--- src/rtl/mem_port_arbiter_if.sv ---
// Requester and memory-side bundle of the shared memory port arbiter.
// slave: the arbiter's view; master: requesters plus memory model.
interface mem_port_arbiter_if #(
  parameter int N_CH    = 2,
  parameter int ADDR_W  = 64,
  parameter int DATA_W  = 64,
  parameter int MAX_OUT = 4
);
  logic [N_CH-1:0]              rd_req_valid;
  logic [N_CH-1:0][ADDR_W-1:0]  rd_req_addr;
  logic [N_CH-1:0]              rd_req_ready;
  logic [N_CH-1:0]              rd_rsp_valid;
  logic [N_CH-1:0][DATA_W-1:0]  rd_rsp_data;
  logic [N_CH-1:0]              wr_req_valid;
  logic [N_CH-1:0][ADDR_W-1:0]  wr_req_addr;
  logic [N_CH-1:0][DATA_W-1:0]  wr_req_data;
  logic [N_CH-1:0]              wr_req_ready;
  logic [N_CH-1:0]              flush;
  logic                         mem_ren;
  logic [ADDR_W-1:0]            mem_raddr;
  logic                         mem_rvalid;
  logic [DATA_W-1:0]            mem_rdata;
  logic                         mem_wen;
  logic [ADDR_W-1:0]            mem_waddr;
  logic [DATA_W-1:0]            mem_wdata;
  logic [$clog2(MAX_OUT):0]     outstanding;
  logic                         proto_err;

  modport slave (
    input  rd_req_valid, rd_req_addr, wr_req_valid, wr_req_addr, wr_req_data,
           flush, mem_rvalid, mem_rdata,
    output rd_req_ready, rd_rsp_valid, rd_rsp_data, wr_req_ready,
           mem_ren, mem_raddr, mem_wen, mem_waddr, mem_wdata, outstanding, proto_err
  );

  modport master (
    output rd_req_valid, rd_req_addr, wr_req_valid, wr_req_addr, wr_req_data,
           flush, mem_rvalid, mem_rdata,
    input  rd_req_ready, rd_rsp_valid, rd_rsp_data, wr_req_ready,
           mem_ren, mem_raddr, mem_wen, mem_waddr, mem_wdata, outstanding, proto_err
  );
endinterface

--- src/rtl/mem_port_arbiter.sv ---
// N_CH requesters onto one memory port: independent read/write round-robin, in-order tag FIFO routes responses.
// MEM_ARB_FIXED_PRIO_EN selects fixed lowest-index-wins priority for both arbiters instead of round-robin.
module mem_port_arbiter #(
  parameter int N_CH    = 2,
  parameter int ADDR_W  = 64,
  parameter int DATA_W  = 64,
  parameter int MAX_OUT = 4
) (
  input logic                i_clk,
  input logic                i_rst,
  mem_port_arbiter_if.slave  io_arb
);
  localparam int CH_BITS = $clog2(N_CH);
  localparam int PTR_W   = $clog2(MAX_OUT);
  localparam int CNT_W   = PTR_W + 1;

  logic [CH_BITS-1:0] r_tag_ch [MAX_OUT];
  logic [MAX_OUT-1:0] r_tag_kill;
  logic [PTR_W-1:0]   r_head;
  logic [PTR_W-1:0]   r_tail;
  logic [CNT_W-1:0]   r_count;
  logic               r_proto_err;
  logic               r_mem_ren;
  logic               r_mem_wen;
  logic [ADDR_W-1:0]  r_mem_raddr;
  logic [ADDR_W-1:0]  r_mem_waddr;
  logic [DATA_W-1:0]  r_mem_wdata;

  logic [CH_BITS-1:0] w_rd_start;
  logic [CH_BITS-1:0] w_wr_start;
  logic [N_CH-1:0]    w_rd_cand;
  logic               w_rd_found;
  logic               w_wr_found;
  logic [CH_BITS-1:0] w_rd_win;
  logic [CH_BITS-1:0] w_wr_win;
  logic               w_rd_ok;
  logic               w_wr_ok;
  logic [N_CH-1:0]    w_rd_rdy;
  logic [N_CH-1:0]    w_wr_rdy;
  logic [N_CH-1:0]    w_rsp_vld;
  logic               w_pop;
  logic               w_head_live;

  // Returns {found, channel}; scanning downward lets the lowest offset from start win.
  function automatic logic [CH_BITS:0] pick(input logic [N_CH-1:0] req,
                                            input logic [CH_BITS-1:0] start);
    logic [CH_BITS:0] res;
    int               idx;
    res = '0;
    for (int off = N_CH - 1; off >= 0; off--) begin
      idx = (int'(start) + off) % N_CH;
      if (req[idx]) res = {1'b1, CH_BITS'(idx)};
    end
    return res;
  endfunction

`ifdef MEM_ARB_FIXED_PRIO_EN
  assign w_rd_start = '0;
  assign w_wr_start = '0;
`else
  logic [CH_BITS-1:0] r_rd_ptr;
  logic [CH_BITS-1:0] r_wr_ptr;
  assign w_rd_start = r_rd_ptr;
  assign w_wr_start = r_wr_ptr;

  always_ff @(posedge i_clk) begin
    if (!i_rst) begin
      r_rd_ptr <= '0;
      r_wr_ptr <= '0;
    end else begin
      if (w_rd_ok) r_rd_ptr <= (w_rd_win == CH_BITS'(N_CH - 1)) ? '0 : w_rd_win + CH_BITS'(1);
      if (w_wr_ok) r_wr_ptr <= (w_wr_win == CH_BITS'(N_CH - 1)) ? '0 : w_wr_win + CH_BITS'(1);
    end
  end
`endif

  // A flushing channel is masked before arbitration so another requester may still win.
  assign w_rd_cand = io_arb.rd_req_valid & ~io_arb.flush;

  always_comb begin
    {w_rd_found, w_rd_win} = pick(w_rd_cand, w_rd_start);
    {w_wr_found, w_wr_win} = pick(io_arb.wr_req_valid, w_wr_start);
    w_rd_ok = i_rst && w_rd_found && (r_count < CNT_W'(MAX_OUT));
    w_wr_ok = i_rst && w_wr_found;
    w_rd_rdy = '0;
    w_wr_rdy = '0;
    for (int i = 0; i < N_CH; i++) begin
      w_rd_rdy[i] = w_rd_ok && (w_rd_win == CH_BITS'(i));
      w_wr_rdy[i] = w_wr_ok && (w_wr_win == CH_BITS'(i));
    end
  end

  assign w_pop       = i_rst && io_arb.mem_rvalid && (r_count != '0);
  assign w_head_live = !r_tag_kill[r_head] && !io_arb.flush[r_tag_ch[r_head]];

  always_comb begin
    w_rsp_vld = '0;
    for (int i = 0; i < N_CH; i++) begin
      w_rsp_vld[i] = w_pop && w_head_live && (r_tag_ch[r_head] == CH_BITS'(i));
    end
  end

  always_ff @(posedge i_clk) begin
    if (!i_rst) begin
      r_tag_kill  <= '0;
      r_head      <= '0;
      r_tail      <= '0;
      r_count     <= '0;
      r_proto_err <= 1'b0;
      r_mem_ren   <= 1'b0;
      r_mem_wen   <= 1'b0;
      r_mem_raddr <= '0;
      r_mem_waddr <= '0;
      r_mem_wdata <= '0;
    end else begin
      r_mem_ren <= w_rd_ok;
      r_mem_wen <= w_wr_ok;
      if (w_rd_ok) r_mem_raddr <= io_arb.rd_req_addr[w_rd_win];
      if (w_wr_ok) begin
        r_mem_waddr <= io_arb.wr_req_addr[w_wr_win];
        r_mem_wdata <= io_arb.wr_req_data[w_wr_win];
      end
      // Stale slots may get killed too; a push always rewrites kill.
      for (int k = 0; k < MAX_OUT; k++) begin
        if (io_arb.flush[r_tag_ch[k]]) r_tag_kill[k] <= 1'b1;
      end
      if (w_rd_ok) begin
        r_tag_ch[r_tail]   <= w_rd_win;
        r_tag_kill[r_tail] <= 1'b0;
        r_tail             <= r_tail + PTR_W'(1);
      end
      if (w_pop) r_head <= r_head + PTR_W'(1);
      r_count <= r_count + CNT_W'(w_rd_ok) - CNT_W'(w_pop);
      if (io_arb.mem_rvalid && (r_count == '0)) r_proto_err <= 1'b1;
    end
  end

  assign io_arb.rd_req_ready = w_rd_rdy;
  assign io_arb.wr_req_ready = w_wr_rdy;
  assign io_arb.rd_rsp_valid = w_rsp_vld;
  assign io_arb.rd_rsp_data  = {N_CH{io_arb.mem_rdata}};
  assign io_arb.mem_ren      = r_mem_ren;
  assign io_arb.mem_raddr    = r_mem_raddr;
  assign io_arb.mem_wen      = r_mem_wen;
  assign io_arb.mem_waddr    = r_mem_waddr;
  assign io_arb.mem_wdata    = r_mem_wdata;
  assign io_arb.outstanding  = r_count;
  assign io_arb.proto_err    = r_proto_err;
endmodule

--- src/flat_wrapper.sv ---
// flat-port wrapper written by rule: the top's interface ports become plain ports
module mem_port_arbiter_flat 
#(
  parameter int N_CH    = 2,
  parameter int ADDR_W  = 64,
  parameter int DATA_W  = 64,
  parameter int MAX_OUT = 4
)
  (i_clk, i_rst, io_arb_rd_req_valid, io_arb_rd_req_addr, io_arb_wr_req_valid, io_arb_wr_req_addr, io_arb_wr_req_data, io_arb_flush, io_arb_mem_rvalid, io_arb_mem_rdata, io_arb_rd_req_ready, io_arb_rd_rsp_valid, io_arb_rd_rsp_data, io_arb_wr_req_ready, io_arb_mem_ren, io_arb_mem_raddr, io_arb_mem_wen, io_arb_mem_waddr, io_arb_mem_wdata, io_arb_outstanding, io_arb_proto_err);
  mem_port_arbiter_if #(.N_CH(N_CH), .ADDR_W(ADDR_W), .DATA_W(DATA_W), .MAX_OUT(MAX_OUT)) io_arb_i ();
  input logic i_clk;
  input logic i_rst;
  input wire logic [$bits(io_arb_i.rd_req_valid)-1:0] io_arb_rd_req_valid;
  input wire logic [$bits(io_arb_i.rd_req_addr)-1:0] io_arb_rd_req_addr;
  input wire logic [$bits(io_arb_i.wr_req_valid)-1:0] io_arb_wr_req_valid;
  input wire logic [$bits(io_arb_i.wr_req_addr)-1:0] io_arb_wr_req_addr;
  input wire logic [$bits(io_arb_i.wr_req_data)-1:0] io_arb_wr_req_data;
  input wire logic [$bits(io_arb_i.flush)-1:0] io_arb_flush;
  input wire logic [$bits(io_arb_i.mem_rvalid)-1:0] io_arb_mem_rvalid;
  input wire logic [$bits(io_arb_i.mem_rdata)-1:0] io_arb_mem_rdata;
  output wire logic [$bits(io_arb_i.rd_req_ready)-1:0] io_arb_rd_req_ready;
  output wire logic [$bits(io_arb_i.rd_rsp_valid)-1:0] io_arb_rd_rsp_valid;
  output wire logic [$bits(io_arb_i.rd_rsp_data)-1:0] io_arb_rd_rsp_data;
  output wire logic [$bits(io_arb_i.wr_req_ready)-1:0] io_arb_wr_req_ready;
  output wire logic [$bits(io_arb_i.mem_ren)-1:0] io_arb_mem_ren;
  output wire logic [$bits(io_arb_i.mem_raddr)-1:0] io_arb_mem_raddr;
  output wire logic [$bits(io_arb_i.mem_wen)-1:0] io_arb_mem_wen;
  output wire logic [$bits(io_arb_i.mem_waddr)-1:0] io_arb_mem_waddr;
  output wire logic [$bits(io_arb_i.mem_wdata)-1:0] io_arb_mem_wdata;
  output wire logic [$bits(io_arb_i.outstanding)-1:0] io_arb_outstanding;
  output wire logic [$bits(io_arb_i.proto_err)-1:0] io_arb_proto_err;
  assign io_arb_i.rd_req_valid = io_arb_rd_req_valid;
  assign io_arb_i.rd_req_addr = io_arb_rd_req_addr;
  assign io_arb_i.wr_req_valid = io_arb_wr_req_valid;
  assign io_arb_i.wr_req_addr = io_arb_wr_req_addr;
  assign io_arb_i.wr_req_data = io_arb_wr_req_data;
  assign io_arb_i.flush = io_arb_flush;
  assign io_arb_i.mem_rvalid = io_arb_mem_rvalid;
  assign io_arb_i.mem_rdata = io_arb_mem_rdata;
  assign io_arb_rd_req_ready = io_arb_i.rd_req_ready;
  assign io_arb_rd_rsp_valid = io_arb_i.rd_rsp_valid;
  assign io_arb_rd_rsp_data = io_arb_i.rd_rsp_data;
  assign io_arb_wr_req_ready = io_arb_i.wr_req_ready;
  assign io_arb_mem_ren = io_arb_i.mem_ren;
  assign io_arb_mem_raddr = io_arb_i.mem_raddr;
  assign io_arb_mem_wen = io_arb_i.mem_wen;
  assign io_arb_mem_waddr = io_arb_i.mem_waddr;
  assign io_arb_mem_wdata = io_arb_i.mem_wdata;
  assign io_arb_outstanding = io_arb_i.outstanding;
  assign io_arb_proto_err = io_arb_i.proto_err;
  mem_port_arbiter #(.N_CH(N_CH), .ADDR_W(ADDR_W), .DATA_W(DATA_W), .MAX_OUT(MAX_OUT)) u_core (.i_clk(i_clk), .i_rst(i_rst), .io_arb(io_arb_i));
endmodule
--- config.mk ---
export PLATFORM = sky130hd
export DESIGN_NAME = mem_port_arbiter_flat
export DESIGN_NICKNAME = d
export VERILOG_FILES = /design/src/rtl/mem_port_arbiter_if.sv /design/src/rtl/mem_port_arbiter.sv /design/src/flat_wrapper.sv
export SDC_FILE = /design/constraint.sdc
export NUM_CORES = 1
export LEC_CHECK = 0
export BUFFER_PORTS_ARGS = -buffer_cell sky130_fd_sc_hd__buf_4
export CAP_MARGIN = 5
export CORE_AREA = 5 5 306 308
export DETAILED_ROUTE_END_ITERATION = 7
export DIE_AREA = 0 0 311 313
export HOLD_SLACK_MARGIN = 0.05
export SYNTH_ARGS = -nofsm -noshare
export SYNTH_HDL_FRONTEND = slang
export SYNTH_SLANG_ARGS = --single-unit
--- constraint.sdc ---
create_clock -name i_clk -period 5.32 [get_ports i_clk]
set_input_delay 0.798 -clock i_clk [delete_from_list [all_inputs] [get_ports i_clk]]
set_output_delay 0.798 -clock i_clk [all_outputs]
set_load 0.02 [all_outputs]
Yosys cells after proc, flatten, opt, wreduce, memory -nomap -nowiden
Memories as Yosys holds them, arrays and structs flattened. A register that Yosys moved wholly into a read port is not among the register bits.
Cells that the tools add are included.
Storage, ports and cells
  logic and storage cells: 114
  memories: 1
  output and inout port bits: 332
  input port bits: 457
  register bits: 208
  RAM bits: 4
Operators by class
  bitwise gates (word level): 9
  reductions and logical operators: 19
  $add $sub $neg: 8
  order comparisons: 15
  mux-type cells: 50
Memories
  u_core.r_tag_ch: words 4, width 1, rd ports 5, clocked after Yosys merged registers in 1, wr ports 1, line mem_port_arbiter.sv:17  | logic [CH_BITS-1:0] r_tag_ch [MAX_OUT];
Operator list (count)
  $mux W64: 6
  $mux W1: 35
  $lt A1 B2 Y1 const B: 9
  $logic_and A1 B1 Y1: 15
  $lt A2 B3 Y1 const B: 4
  $mux W2: 6
  $add A1 B1 Y1 const B: 4
  $add A2 B1 Y2 const B: 2
  $and A4 B4 Y4: 1
  $mux W4: 1
  $not A4 Y4: 1
  $add A3 B1 Y3: 1
  $logic_not A3 Y1: 1
  $lt A3 B3 Y1 const B: 1
  $not A1 Y1: 3
  $reduce_bool A3 Y1: 1
  $sub A3 B1 Y3: 1
  $and A1 B1 Y1 const A: 2
  $and A2 B2 Y2: 1
  $bmux W1 S2: 1
  $demux W1 S2: 1
  $ge A2 B1 Y1 const B: 1
  $logic_not A1 Y1: 2
  $not A2 Y2: 1

Depth between registers and ports, before layout
  depth in word-level cells: 12
  mapped depth: 9
  mapped depth without buffers: 9

Worst setup path after synthesis
Ideal clock, no wire load.
  path kind: input to output
  from: in i_rst
  to: out io_arb_rd_rsp_valid[1]
  slack: 2.636 ns
  cell stages on the path: 3
  required time: 4.522 ns
  buffers on the path: 1
  arrival: 1.886 ns
  cells stage by stage: buf_2 > nand3_1 > nor4b_1
Between the ends
  cells in the longest elaborated chain, start to end: 4
Ends and longest elaborated chain
  start: declaration: line flat_wrapper.sv:12  | input logic i_rst;
  $logic_and A1 B1 Y1 (2 in a row): line mem_port_arbiter.sv:93  | assign w_pop = i_rst && io_arb.mem_rvalid && (r_count != '0);
  $logic_and A1 B1 Y1 (2 in a row): line mem_port_arbiter.sv:99  | w_rsp_vld[i] = w_pop && w_head_live && (r_tag_ch[r_head] == CH_BITS'(i));
  end: declaration: line flat_wrapper.sv:22  | output wire logic [$bits(io_arb_i.rd_rsp_valid)-1:0] io_arb_rd_rsp_valid;
No other way between the ends.

Worst setup path after layout
  from: in i_rst
  to: out io_arb_rd_req_ready[0]
Between the ends
  cells in the longest elaborated chain, start to end: 3
Ends and longest elaborated chain
  $logic_and A1 B1 Y1 (2 in a row): line mem_port_arbiter.sv:83  | w_rd_ok = i_rst && w_rd_found && (r_count < CNT_W'(MAX_OUT));
  $logic_and A1 B1 Y1: line mem_port_arbiter.sv:88  | w_rd_rdy[i] = w_rd_ok && (w_rd_win == CH_BITS'(i));
  end: declaration: line flat_wrapper.sv:21  | output wire logic [$bits(io_arb_i.rd_req_ready)-1:0] io_arb_rd_req_ready;
No other way between the ends.

==> run_results.csv <==
group,metric,value,unit
route,drt_wl_total,46660,um
clock_tree,clock_latency,0.57,ns
clock_tree,cts.sinks,214,
route,ant_nets,0,
clock_tree,postCtsSetupRepairBufs,0,
clock_tree,cts_tree,"yes",
power,seqPwrFrac,39.7,%
worst_setup_path,path_cells,"buf_6 -> nand2b_1 -> a21oi_4 -> buf_4 -> and2_1 -> buf_4",
synth,synth_ff_type,"dfxtp_1",
route,wl_per_cell,17.60,um
power,p_leak,6.396,nW
status,outcome,"complete, but fails checks",
route,drt_iter0_markers,1170,
synth,async_flop_share,0,%
global_route,grt_usage,8.767,%
power,sw_frac_of_total,30.74,%
power,power.internal,0.003286,W
timing,tightestPinTransition,1.229,ns
global_route,grt_use_met2,13.39,%
clock_tree,numCtsBuffers,27,
worst_setup_path,critPathTopFamily,"buffers and inverters",
cells_and_area,most-common-layout-cells,"606 x buf_4, 210 x dfxtp_1, 133 x nand2_1",
floorplanning,coreArea,90830,sq um
floorplanning,row_count,111,
timing,slew_viol_final,0,
cells_and_area,syn2layout_area_growth,56.03,%
cells_and_area,mostFrequentLayoutCell,"buf_4",
cells_and_area,nNetsFinal,1904,
floorplanning,start_util,10.65,%
power,irDropWorstVdd,172.2,uV
global_route,gr-total-overflow,0,
route,vias,9660,
global_route,grt_pass1_wl,65360,um
synth,seq_area_frac_synth,44.70,%
floorplanning,die_area,97340,sq um
run,cap_violations,0,
global_route,grt_pass1_vias,9716,
worst_setup_path,crit_required,4.52,ns
placement,io_buffers,596,
timing,fmax,322.7,MHz
worst_setup_path,critPathBufInv,3,
worst_setup_path,cp-start-kind,"input port",
synth,syn_nets,1488,
global_route,grt_start_max_net_pins,130,
cells_and_area,layout-drive-gt1-share,45.37,%
synth,syn_inst,1024,
worst_setup_path,cp_common_cell,"buf_4",
floorplanning,io_pins,789,
timing,fin_crit_sh,58.24,%
power,comb_power_share,23.6,%
timing,rsz0062_at_grt,"false",
placement,hpwlAfterDp,35280,um
clock_tree,cts_hold_buf,0,
clock_tree,cts_resized,0,
clock_tree,clk_pin_slew,0.06,ns
synth,synth-seq-cells,214,
timing,relSlewSlack,17.77,%
synth,syn_avg_cell_area,9.446,sq um
global_route,grt_busiest_layer,"met2",
clock_tree,cts.htree.levels,1,
worst_setup_path,endpoint_kind,"primary output",
timing,fin_setup_tns,0,ns
placement,dpl_worst_slack,2.160,ns
worst_setup_path,slowest_delay,0.41,ns
timing,fin_crit,3.099,ns
global_route,grt_use_met1,10.16,%
global_route,grtUsageMet3,4.826,%
worst_setup_path,path_max_fanout,60,
global_route,antenna_found_initial,2,
route,dr.pass1.iters,8,
synth,syn_area,9673,sq um
timing,fin_skew,0.01033,ns
route,via_per_inst,3.644,
synth,synth_warnings,0,
power,clkPwrFrac,36.7,%
floorplanning,die_x,311,um
cells_and_area,n_fill_cell,10249,
timing,fin_ws,2.222,ns
clock_tree,cts_root_buf,"clkbuf_16",
timing,finalSetupViolations,0,
placement,gp_congestion,0.8210,
status,violations,"design-rule violations",
clock_tree,cts_buffer_depth,3,
synth,yosys.cell_types.count,38,
timing,finalHoldViolCount,0,
floorplanning,die_h,313,um
power,p_per_area,314.3,nW/um^2
route,drc_errors,4,
worst_setup_path,critical_path_class,"in2out",
synth,synth-edff-count,4,
worst_setup_path,cp.arrival,2.30,ns
min_path,hp-class,"in2reg",
power,p_switching,0.001459,W
worst_setup_path,critical-path-slowest-cell,"buf_4",
[through the flow]
| stage | utilization, % | std cells | total power, W | cell area (sq um) | hold WS [ns] |
|---|---|---|---|---|---|
| detailed placement | 15.71 | 2597 | 0.003052 | 14260 | 0.5012 |
| floorplan | - | 1024 | 0.002567 | 9673 | 0.4581 |
| finish | 16.62 | 2651 | 0.004745 | 15090 | 0.4976 |
| CTS | 16.60 | 2645 | 0.004845 | 15080 | 0.4281 |
| global route | 16.61 | 2647 | 0.004986 | 15080 | 0.4528 |
| global placement | 15.71 | 2597 | 0.003044 | 14260 | 0.4870 |
[worst register-to-register path: stages (launching register included)]
cell and delay, ns:
dfxtp_1 0.48, nand2b_1 0.30, a21oi_4 0.14, buf_4 0.41, buf_4 0.69, o21ai_0 0.24
a31oi_1 0.20
[sequential cells by signal, indices dropped and copies added (netlist names), 2 cells and up, named ones only]
signal                     count
u_core.io_arb.mem_raddr       64
u_core.io_arb.mem_waddr       64
u_core.io_arb.mem_wdata       64
u_core.r_tag_ch                4
u_core.r_tag_kill              4
u_core.io_arb.outstanding      3
u_core.r_head                  2
u_core.r_tail                  2
[power groups by stage]
stage               registers [W]  clock network, W  logic (W)
floorplan                 0.00204                 0   0.000532
CTS                       0.00189           0.00182    0.00114
global route              0.00190           0.00187    0.00121
finish                    0.00189           0.00174    0.00112
global placement          0.00192                 0    0.00113
detailed placement        0.00192                 0    0.00114
[layout make-up]
type	count	area (sq um)	share of cell area, %
Multi-Input combinational cell	580	3842	25.46
Sequential cell	214	4324	28.65
Antenna cell	6	15.01	0.09948
Inverter	9	33.78	0.2238
Tap cell	1186	1484	9.832
Clock buffer	40	764.5	5.065
Timing Repair Buffer	608	4581	30.35
Clock inverter	8	48.80	0.3233
[kinds of logic (layout without fill, tap and decap cells)]
logic type | Yosys count | count (layout) | share of synthesized area [%]
flip-flops | 214 | 214 | 44.70
multiplexers | 7 | 7 | 1.035
XOR/XNOR | 4 | 4 | 0.3622
buffers and inverters | 230 | 665 | 15.95
AO/OA/AOI/OAI | 268 | 268 | 21.42
other | 0 | 6 | 0
AND/OR/NAND/NOR | 294 | 294 | 15.55
adder cells (fa/ha/maj) | 7 | 7 | 0.9830
[final timing paths]
| path | from | slack, ns | to | depth (start not counted) |
|---|---|---|---|---|
| setup reg to reg | u_core.io_arb.outstanding[2] | 2.78 | u_core.io_arb.mem_raddr[25] | 6 |
| setup / recovery | i_rst | 2.22 | io_arb_rd_req_ready[0] | 6 |
| hold reg to reg | u_core.r_head[1] | 0.50 | u_core.r_head[1] | 1 |
| hold / removal | io_arb_rd_req_addr[92] | 0.50 | u_core.io_arb.mem_raddr[28] | 3 |
[synthesized netlist by cell type, types with 2 or more instances]
library cell,count,area share (%)
a222oi_1,128,13
nor2b_1,129,8.3
ha_1,6,0.78
mux2_2,4,0.47
o21ai_1,9,0.47
and2_1,12,0.78
nand2b_1,4,0.26
nor2_1,6,0.23
inv_1,8,0.31
a31oi_1,64,4.1
buf_6,19,2.2
clkbuf_1,32,1.2
nand2_1,133,5.2
a21oi_1,3,0.16
xnor2_1,3,0.27
edfxtp_1,4,1.2
buf_4,130,10
dfxtp_1,210,43
nor3_1,2,0.10
buf_2,39,2.0
o21ai_0,61,3.2
mux4_2,2,0.47
[metal layers]
layer | wire [um] | vias up | part of all wire, %
met1 | 18090 | 4422 | 39
met4 | 1771 | 2 | 3.8
met5 | 92 | - | 0.20
met3 | 6398 | 68 | 14
met2 | 20310 | 698 | 44
li1 | - | 4470 | -
(Power assumes the default switching activity.)
